### src/rtl/pic_pkg.sv
// pic_pkg: shared constants, types and priority helpers for the PIC ISR block.
//   NUM_IRQ_DEFAULT     default number of interrupt lines
//   MAX_IRQ / MAX_ID_W  widest configuration the helper functions handle
//   eoi_cmd_t           decoded EOI command kind
//   rot_priority_first  highest-priority set bit under a rotation pointer
//   prio_higher         strict priority comparison of two levels
package pic_pkg;

    localparam int NUM_IRQ_DEFAULT = 8;
    localparam int MAX_IRQ         = 64;
    localparam int MAX_ID_W        = $clog2(MAX_IRQ);

    typedef logic [MAX_IRQ-1:0] irq_vec_t;

    typedef enum logic [1:0] {
        EOI_NONE        = 2'd0,
        EOI_NONSPECIFIC = 2'd1,
        EOI_SPECIFIC    = 2'd2
    } eoi_cmd_t;

    // Highest priority is lowest+1 (mod n), descending with wrap-around.
    // The scan walks from the lowest-priority position up to the highest so
    // that the last hit (the highest-priority one) is the value kept.
    // The loop bound is a constant so the function unrolls cleanly; the
    // "k <= n" guard trims it to the configured width.
    function automatic logic rot_priority_first(
        input  irq_vec_t    vec,
        input  int unsigned lowest,
        input  int unsigned n,
        output int unsigned idx
    );
        logic        found;
        int unsigned pos;
        found = 1'b0;
        idx   = 0;
        for (int k = MAX_IRQ; k >= 1; k--) begin
            if (unsigned'(k) <= n) begin
                pos = lowest + unsigned'(k);
                if (pos >= n) begin
                    pos = pos - n;
                end
                if (vec[pos[MAX_ID_W-1:0]]) begin
                    found = 1'b1;
                    idx   = pos;
                end
            end
        end
        return found;
    endfunction

    // True when level a has strictly higher priority than level b.
    // Rank 0 is the highest-priority position, i.e. (lowest+1) mod n.
    function automatic logic prio_higher(
        input int unsigned a,
        input int unsigned b,
        input int unsigned lowest,
        input int unsigned n
    );
        int unsigned rank_a;
        int unsigned rank_b;
        rank_a = a + n - lowest - 1;
        if (rank_a >= n) begin
            rank_a = rank_a - n;
        end
        rank_b = b + n - lowest - 1;
        if (rank_b >= n) begin
            rank_b = rank_b - n;
        end
        return rank_a < rank_b;
    endfunction

endpackage

### src/rtl/pic_priority_resolver.sv
// pic_priority_resolver: combinational rotate/find-first.
//   vec              in   NUM_IRQ  bits to search
//   lowest_priority  in   ID_W     rotation pointer (lowest-priority level)
//   found            out  1        at least one bit of vec is set
//   index            out  ID_W     highest-priority set level (0 when !found)
module pic_priority_resolver
    import pic_pkg::*;
#(
    parameter  int NUM_IRQ = NUM_IRQ_DEFAULT,
    localparam int ID_W    = $clog2(NUM_IRQ)
) (
    input  logic [NUM_IRQ-1:0] vec,
    input  logic [ID_W-1:0]    lowest_priority,
    output logic               found,
    output logic [ID_W-1:0]    index
);

    int unsigned idx_full;
    logic        unused_idx_bits;

    always_comb begin
        idx_full = 0;
        found    = rot_priority_first(irq_vec_t'(vec), 32'(lowest_priority),
                                      unsigned'(NUM_IRQ), idx_full);
    end

    assign index = idx_full[ID_W-1:0];

    // Upper bits of the helper's index are always zero for this width.
    assign unused_idx_bits = ^idx_full[31:ID_W];

endmodule

### src/rtl/pic_isr_controller.sv
// pic_isr_controller: clocked in-service register with fully nested
// priority resolution, rotating priority, specific/non-specific EOI and AEOI.
//   clock                in   1        system clock (rising edge)
//   reset                in   1        synchronous active-high reset
//   interrupt_request    in   NUM_IRQ  pending requests from the IRR
//   interrupt_mask       in   NUM_IRQ  IMR, 1 = masked
//   int_ack              in   1        INTA pulse: commit current candidate
//   eoi_valid            in   1        EOI command strobe
//   eoi_specific         in   1        1 = specific EOI on eoi_level
//   eoi_level            in   ID_W     level for specific EOI
//   rotate_on_eoi        in   1        rotate priority on ISR retirement
//   auto_eoi             in   1        AEOI: ack does not set ISR
//   int_out              out  1        registered INT request
//   int_vector           out  ID_W     registered candidate level
//   in_service_register  out  NUM_IRQ  ISR contents
//   clear_irr            out  NUM_IRQ  one-hot pulse for the acked bit
//   spurious             out  1        pulse on ack while int_out = 0
//   lowest_priority      out  ID_W     rotation pointer
module pic_isr_controller
    import pic_pkg::*;
#(
    parameter  int NUM_IRQ = NUM_IRQ_DEFAULT,
    localparam int ID_W    = $clog2(NUM_IRQ)
) (
    input  logic               clock,
    input  logic               reset,
    input  logic [NUM_IRQ-1:0] interrupt_request,
    input  logic [NUM_IRQ-1:0] interrupt_mask,
    input  logic               int_ack,
    input  logic               eoi_valid,
    input  logic               eoi_specific,
    input  logic [ID_W-1:0]    eoi_level,
    input  logic               rotate_on_eoi,
    input  logic               auto_eoi,
    output logic               int_out,
    output logic [ID_W-1:0]    int_vector,
    output logic [NUM_IRQ-1:0] in_service_register,
    output logic [NUM_IRQ-1:0] clear_irr,
    output logic               spurious,
    output logic [ID_W-1:0]    lowest_priority
);

    if (NUM_IRQ < 2 || NUM_IRQ > MAX_IRQ) begin : g_bad_num_irq
        $error("pic_isr_controller: NUM_IRQ must be in [2, MAX_IRQ]");
    end

    localparam logic [ID_W-1:0] LP_RESET = ID_W'(NUM_IRQ - 1);

    logic [NUM_IRQ-1:0] isr_q, isr_d;
    logic               int_q, int_d;
    logic [ID_W-1:0]    vec_q, vec_d;
    logic [NUM_IRQ-1:0] clr_q, clr_d;
    logic               spur_q, spur_d;
    logic [ID_W-1:0]    lp_q, lp_d;

    logic               ack_ok;
    logic               ack_spur;
    logic [NUM_IRQ-1:0] ack_onehot;
    logic [NUM_IRQ-1:0] masked_req;

    logic               isr_found;
    logic [ID_W-1:0]    isr_top;
    logic               cand_found;
    logic [ID_W-1:0]    cand_idx;

    eoi_cmd_t           eoi_cmd;
    logic               eoi_hit;
    logic [ID_W-1:0]    eoi_lvl;
    logic [NUM_IRQ-1:0] eoi_clear;
    logic [NUM_IRQ-1:0] beats_isr;

    // An ack only commits when INT was actually being driven; the level
    // committed is the registered vector the sequencer saw.
    assign ack_ok     = int_ack & int_q;
    assign ack_spur   = int_ack & ~int_q;
    assign ack_onehot = ack_ok ? (NUM_IRQ'(1) << vec_q) : '0;

    // The acked bit is still visible in the IRR during the ack cycle; drop it
    // from the search so INT does not re-raise for a request being retired.
    assign masked_req = interrupt_request & ~interrupt_mask & ~ack_onehot;

    // Top of the current (pre-update) ISR, used by non-specific EOI.
    pic_priority_resolver #(.NUM_IRQ(NUM_IRQ)) u_isr_top (
        .vec             (isr_q),
        .lowest_priority (lp_q),
        .found           (isr_found),
        .index           (isr_top)
    );

    // Request candidate under the pointer that will be in force next cycle.
    pic_priority_resolver #(.NUM_IRQ(NUM_IRQ)) u_cand (
        .vec             (masked_req),
        .lowest_priority (lp_d),
        .found           (cand_found),
        .index           (cand_idx)
    );

    always_comb begin
        eoi_cmd = EOI_NONE;
        if (eoi_valid) begin
            eoi_cmd = eoi_specific ? EOI_SPECIFIC : EOI_NONSPECIFIC;
        end
    end

    // EOI acts on the pre-ack ISR; eoi_hit means a bit really was cleared.
    always_comb begin
        eoi_hit   = 1'b0;
        eoi_lvl   = '0;
        eoi_clear = '0;
        case (eoi_cmd)
            EOI_NONSPECIFIC: begin
                if (isr_found) begin
                    eoi_hit   = 1'b1;
                    eoi_lvl   = isr_top;
                    eoi_clear = NUM_IRQ'(1) << isr_top;
                end
            end
            EOI_SPECIFIC: begin
                if (int'(eoi_level) < NUM_IRQ && isr_q[eoi_level]) begin
                    eoi_hit   = 1'b1;
                    eoi_lvl   = eoi_level;
                    eoi_clear = NUM_IRQ'(1) << eoi_level;
                end
            end
            default: begin
                eoi_hit = 1'b0;
            end
        endcase
    end

    always_comb begin
        // Ack bit is OR-ed in after the EOI clear, so set wins on a collision.
        isr_d = (isr_q & ~eoi_clear) | (auto_eoi ? '0 : ack_onehot);

        // EOI rotation takes precedence over an AEOI rotation in the same cycle.
        lp_d = lp_q;
        if (ack_ok && auto_eoi && rotate_on_eoi) begin
            lp_d = vec_q;
        end
        if (eoi_hit && rotate_on_eoi) begin
            lp_d = eoi_lvl;
        end

        clr_d  = ack_onehot;
        spur_d = ack_spur;
    end

    // Fully nested: the candidate must beat every in-service level, which is
    // the same as beating the highest-priority one.
    genvar gi;
    for (gi = 0; gi < NUM_IRQ; gi++) begin : g_nest
        assign beats_isr[gi] = ~isr_d[gi] |
                               prio_higher(32'(cand_idx), unsigned'(gi),
                                           32'(lp_d), unsigned'(NUM_IRQ));
    end

    always_comb begin
        int_d = cand_found & (&beats_isr);
        vec_d = int_d ? cand_idx : vec_q;
    end

    always_ff @(posedge clock) begin
        if (reset) begin
            isr_q  <= '0;
            int_q  <= 1'b0;
            vec_q  <= '0;
            clr_q  <= '0;
            spur_q <= 1'b0;
            lp_q   <= LP_RESET;
        end else begin
            isr_q  <= isr_d;
            int_q  <= int_d;
            vec_q  <= vec_d;
            clr_q  <= clr_d;
            spur_q <= spur_d;
            lp_q   <= lp_d;
        end
    end

    assign int_out             = int_q;
    assign int_vector          = vec_q;
    assign in_service_register = isr_q;
    assign clear_irr           = clr_q;
    assign spurious            = spur_q;
    assign lowest_priority     = lp_q;

endmodule

### config.mk
export PLATFORM = sky130hd
export DESIGN_NAME = pic_isr_controller
export DESIGN_NICKNAME = d
export VERILOG_FILES = /design/src/rtl/pic_pkg.sv /design/src/rtl/pic_priority_resolver.sv /design/src/rtl/pic_isr_controller.sv
export SDC_FILE = /design/constraint.sdc
export NUM_CORES = 1
export LEC_CHECK = 0
export ABC_AREA = 1
export ABC_CLOCK_PERIOD_IN_PS = 23500
export CAP_MARGIN = 40
export CELL_PAD_IN_SITES_DETAIL_PLACEMENT = 1
export CELL_PAD_IN_SITES_GLOBAL_PLACEMENT = 1
export CORE_ASPECT_RATIO = 0.75
export CORE_UTILIZATION = 44
export DETAILED_ROUTE_END_ITERATION = 10
export PLACE_DENSITY = 0.94
export SLEW_MARGIN = 10
export SYNTH_ARGS = -nofsm -noshare
export SYNTH_HDL_FRONTEND = slang
export SYNTH_SLANG_ARGS = --single-unit
### constraint.sdc
create_clock -name clock -period 23.5 [get_ports clock]
set_clock_uncertainty 0.1 [all_clocks]
set_input_delay 4.7 -clock clock [delete_from_list [all_inputs] [get_ports clock]]
set_output_delay 4.7 -clock clock [all_outputs]
set_load 0.005 [all_outputs]
# Word level (Yosys, flattened, before mapping)
# Index checks and enable logic that the tools add are counted.
[word_totals] output_inout_bits=24 mem_count=0 regBits=24 rom_bits=0 ramBits=0 latch_bits=0 word_cells=258
[classes] n_mul=0 n_reduce_logical=4 n_addsub=60 n_mux=106 shift=3 order_cmp=50 bitwise=27 div=0 n_eq_ne=2
[ops] operator="$ge A32 B4 Y1 const B" n=25
[ops] operator="$mux W32" n=9
[ops] operator="$lt A32 B32 Y1" n=8
[ops] operator="$lt A6 B7 Y1 const B" n=16
[ops] operator="$bmux W1 S6" n=16
[ops] operator="$mux W6" n=16
[ops] operator="$sub A4 B4 Y5 const B" n=14
[ops] operator="$mux W3" n=20
[ops] operator="$sub A6 B5 Y7 const B" n=8
[ops] operator="$sub A5 B2 Y6 const B" n=8
[ops] operator="$sub A4 B3 Y5 const A" n=8
[ops] operator="$mux W1" n=35
[ops] operator="$add A3 B3 Y4 const B" n=8
[ops] operator="$mux W8" n=4
[ops] operator="$and A8 B8 Y8" n=3
[ops] operator="$not A8 Y8" n=3
[ops] operator="$shl A1 B3 Y8 const A" n=3
[ops] operator="$add A3 B2 Y4 const B" n=4
[ops] operator="$pmux W8 S2" n=1
[ops] operator="$add A3 B4 Y5 const B" n=3
[ops] operator="$sub A5 B4 Y6 const B" n=2
[ops] operator="$not A1 Y1" n=9
[ops] operator="$add A3 B1 Y4 const B" n=2
[ops] operator="$or A1 B1 Y1" n=8
[ops] operator="other kinds (14)" n=19

# Logic depth before layout (Yosys ltp)
[depth] word_depth=39 ltp_mapped=62 depth_no_buf=59

# Hierarchy
# From an unflattened synthesis, not the netlist that was laid out.
[hier_totals] cells_unflattened=826 area_unflattened_um2=4944.7
[by_module_without_submodules] mod="pic_isr_controller" cells_per_inst=550 area_each_um2=3415.8 instances=1 seq_area_each_um2=480.5
[by_module_without_submodules] mod="pic_priority_resolver" cells_per_inst=138 area_each_um2=764.5 instances=2 seq_area_each_um2=0.0

# Worst setup path after synthesis
# OpenSTA, ideal clock, no wires.
[synth_path] kind="input port to flip-flop" startpoint="input port eoi_level[1]" endpoint="register vec_q[1], in the netlist int_vector[1]" t_required_ns=23.287 t_arrival_ns=11.073 cell_stages=51 slack_ns=12.214 cell_sequence="inv_1 nor2_1 nand2_1 nand4_1 nand3_1 nand2_1 inv_1 a21boi_4 nand3_1 nand2_2 inv_1 ha_1 inv_1 clkbuf_1 nand3_1 nand2_1 nand2_1 nand2_2 [15 not listed] ha_1 inv_1 xor2_1 nand2_1 clkinv_1 ha_1 inv_1 o21bai_1 a21oi_1 nor2_1 o21ai_0 nand2_1 a21oi_1 nand3_1 a21oi_2 nand4_4 nor2_1 nor2_1"
[synth_between] elab_chain_cells=28 word_cells_on_any_way=150 classes_between="44 x add/sub; 25 x order compare; 1 x shift; 58 x mux; 20 x bitwise; 2 x reduce/logical"
[synth_rtl] element="start, declared" line="pic_isr_controller.sv:32" rtl="input logic [ID_W-1:0] eoi_level,"
[synth_rtl] element="$bmux W1 S3" line="pic_isr_controller.sv:119" rtl="if (int'(eoi_level) < NUM_IRQ && isr_q[eoi_level]) begin"
[synth_rtl] element="$mux W1 (not written as such)" line="pic_isr_controller.sv:119"
[synth_rtl] element="$mux W1" line="pic_isr_controller.sv:119"
[synth_rtl] element="$pmux W1 S2" line="pic_isr_controller.sv:110" rtl="case (eoi_cmd)"
[synth_rtl] element="$logic_and A1 B1 Y1" line="pic_isr_controller.sv:140" rtl="if (eoi_hit && rotate_on_eoi) begin"
[synth_rtl] element="$mux W3 (*)" line="pic_isr_controller.sv:140"
[synth_rtl] element="net lp_d[1]" line="pic_isr_controller.sv:54" rtl="logic [ID_W-1:0] lp_q, lp_d;"
[synth_rtl] element="$add A3 B4 Y5" line="pic_pkg.sv:38" rtl="pos = lowest + unsigned'(k);"
[synth_rtl] element="[12 not listed]"
[synth_rtl] element="net cand_idx[0]" line="pic_isr_controller.sv:64" rtl="logic [ID_W-1:0] cand_idx;"
[synth_rtl] element="[1 not listed]"
[synth_rtl] element="$sub A5 B3 Y6 (*)" line="pic_pkg.sv:61" rtl="rank_a = a + n - lowest - 1;"
[synth_rtl] element="$sub A6 B2 Y7 (*)" line="pic_pkg.sv:61"
[synth_rtl] element="$ge A32 B4 Y1 or $sub A7 B5 Y8 (tied branches)" line="pic_pkg.sv:62, pic_pkg.sv:63"
[synth_rtl] element="$mux W32 (*)" line="pic_pkg.sv:62" rtl="if (rank_a >= n) begin"
[synth_rtl] element="$lt A32 B32 Y1" line="pic_pkg.sv:69" rtl="return rank_a < rank_b;"
[synth_rtl] element="$or A1 B1 Y1" line="pic_isr_controller.sv:152" rtl="assign beats_isr[gi] = ~isr_d[gi] |"
[synth_rtl] element="$reduce_and A8 Y1 (*)" line="pic_isr_controller.sv:158" rtl="int_d = cand_found & (&beats_isr);"
[synth_rtl] element="$and A1 B1 Y1 (*)" line="pic_isr_controller.sv:158"
[synth_rtl] element="end signal, assigned" line="pic_isr_controller.sv:173" rtl="vec_q <= vec_d;"
[synth_rtl] element="end, declared" line="pic_isr_controller.sv:51" rtl="logic [ID_W-1:0] vec_q, vec_d;"
# Mark *: on every way through the listed nets, which the timed path passes. The rest lies on a longest branch. The select of a mux whose other input is x is not followed.
# A chain may end at the register's enable or synchronous reset.

# Worst setup path in the final report
# Same ends and word-level chain as after synthesis.

==> flow_metrics.tcl <==
set metrics [dict create \
    postSynthCellCount 820 \
    grt_max_degree 25 \
    ctsHoldBuffers 0 \
    yosysMostFrequentCell "nand2_1" \
    area_growth_pct 14.6 \
    htreeDepth 1 \
    post-cts-setup-buffers 0 \
    r2r_slack_ns 13.75 \
    place_hpwl_um 15300 \
    cpPeakStageDelay_ns 0.56 \
    drc_errors 1 \
    synthTopCellsByCount "243 x nand2_1, 136 x inv_1, 81 x nand3_1, 71 x nor2_1, 66 x ha_1" \
    antenna_found_initial 0 \
    clockRootBuffer "clkbuf_16" \
    ys_top_cells_by_area "nand2_1 19%, ha_1 17%, inv_1 11%, dfxtp_1 10%, nand3_1 8.5%" \
    slew_headroom_pct 48.5 \
    viasPerCell 5.65 \
    setup-violations-final 0 \
    syn_area_um2 4780 \
    cts_tree "done" \
    cp_max_fo 16 \
    clockBufferDepth 2 \
    die_x_um 122 \
    cp-endpoint "int_vector[1]" \
    rsz0062_at_grt "false" \
    cp.arrival_ns 13.42 \
    dieArea_um2 11300 \
    post-route-min-period_ns 13.36 \
    fin_tns_setup_ns 0 \
    drt_iter0_markers 431 \
    grt_pass1_vias 5895 \
    core_region_area_um2 10400 \
    hold_slack_ns 0.389 \
    drv_cap 0 \
    cts_buffers 3 \
    hold_viol 0 \
    max_clock_freq_mhz 74.9 \
    diodes 0 \
    firstDrtPassIters 10 \
    synth_top_cell_by_area "nand2_1" \
    violations "DRC" \
    synth-edff-count 0 \
    required_ns 23.56 \
    drive_gt1_share_pct 8.55 \
    die_y_um 92.3 \
    vias 5662 \
    ys_seq_area_share_pct 10.1 \
    hp-class "reg2reg" \
    hold_depth 1 \
    cts.sinks 24 \
    finalWorstSetupSlack_ns 10.14 \
    routed_wl_um 18400 \
    cp-end-kind "flip-flop" \
    grt_pass1_wl_um 29800 \
    synth_seq_cells 24 \
    pin_count 50 \
    path_common_cell "inv_1" \
    synthDistinctLibCells 50 \
    wl_per_cell_um 18.3 \
    start_kind "input pin" \
    dp_slack_ns 10.11 \
    synthArstFlopShare_pct 0 \
    start_util_pct 45.9 \
    slew_viol_final 0 \
    nNetsFinal 960 \
    io_buffers 49 \
    gp_congestion 0.941 \
    reg2reg_to "int_vector[1]" \
    ys.flop_type "dfxtp_1" \
    ant_nets 0 \
    grt_use_total_pct 33.6 \
    reg2reg_depth 51 \
    synth_top_area_share_pct 19.1 \
    syn_area_per_cell_um2 5.83 \
    tightest_slew_ns 0.770 \
    status "finished with violations" \
    post_cts_resized 0 \
    slowest_stage "ha_1" \
    yosys_warnings 0 \
    rows 32 \
    clk_pin_slew_ns 0.07 \
    startpoint "eoi_level[1]" \
    timing.rr.start "lowest_priority[0]" \
    fin_crit_sh_pct 56.8 \
    grt_overflow 0 \
    post-route-util_pct 52.6 \
    crit_type "in2reg" \
    clk_latency_ns 0.26 \
]
cell type report:
class | count | area, um^2
Clock buffer | 3 | 75.1
Clock inverter | 1 | 30.0
Fill cell | 1504 | 4930
Inverter | 148 | 556
Multi-Input combinational cell | 640 | 3670
Sequential cell | 24 | 480
Tap cell | 136 | 170
Timing Repair Buffer | 50 | 498
metrics by stage:
stage / cell area (um^2) / std cells
CTS: 5480 / 1002
global route: 5480 / 1002
global placement: 5370 / 998
detailed placement: 5370 / 998
floorplan: 4790 / 824
finish: 5480 / 1002
cell families after synthesis:
| family | Yosys count | share of synthesized area (%) |
|---|---|---|
| adder cells (fa/ha/maj) | 67 | 17.7 |
| AND/OR/NAND/NOR | 462 | 44.5 |
| buffers and inverters | 160 | 13.5 |
| flip-flops | 24 | 10.1 |
| other | 1 | 0.0785 |
| XOR/XNOR | 5 | 1.07 |
| AO/OA/AOI/OAI | 101 | 13.1 |
cell usage in the layout (no fill, tap or decap), types with 2 or more instances in the layout:
cell	n
dfxtp_1	24
inv_2	11
o211ai_1	7
nand4_1	7
o21ai_1	5
a21oi_2	3
nand2_1	243
or2_2	3
conb_1	5
nor2_1	71
a21boi_0	3
o221ai_1	4
a21o_1	2
and2_1	2
a21oi_1	29
ha_1	66
nand2_2	20
o21ai_0	32
nand3_2	13
o21bai_1	4
nand3b_1	3
a211oi_1	2
nor3_1	5
inv_1	136
nand3_1	81
clkdlybuf4s50_1	49
nand2_4	5
nand4_2	3
xor2_1	2
nor2_2	3
o22ai_1	3
clkbuf_16	3
xnor2_1	2
worst min-delay path by stage:
stage	from	to	slack [ns]
2_1_floorplan	int_out	spurious	0.33
3_3_place_gp	int_out	spurious	0.35
3_5_place_dp	int_out	spurious	0.36
4_1_cts	int_out	spurious	0.38
5_1_grt	int_out	spurious	0.40
6_report	int_out	spurious	0.39
critical path, delay by kind of cell:
| family | cells | cell delay (ns) |
|---|---|---|
| AOI/OAI and AO/OA | 9 | 1.41 |
| xor gates and xnor gates | 2 | 0.51 |
| adders and majority gates | 5 | 1.70 |
| and+or+nand+nor | 22 | 3.06 |
| buffers and inverters | 12 | 2.00 |
registers in the layout (all words and copies together), names as in the netlist:
signal	cells
in_service_register	8
int_vector	3
spurious	1
lowest_priority	3
clear_irr	8
int_out	1
routing by layer:
metal | routed length, um | GRT usage (%) | vias to the layer above | part of all wire (%)
li1 | - | - | 2713 | -
met1 | 8460 | 46.6 | 2706 | 46
met2 | 8360 | 55.3 | 210 | 45
met3 | 1310 | 4.79 | 33 | 7.2
met4 | 246 | 5.59 | 0 | 1.3
met5 | 0 | 0 | - | 0
Power is not shown: default switching activity piles up to over one toggle a cycle in this logic, so the estimate is an artifact.
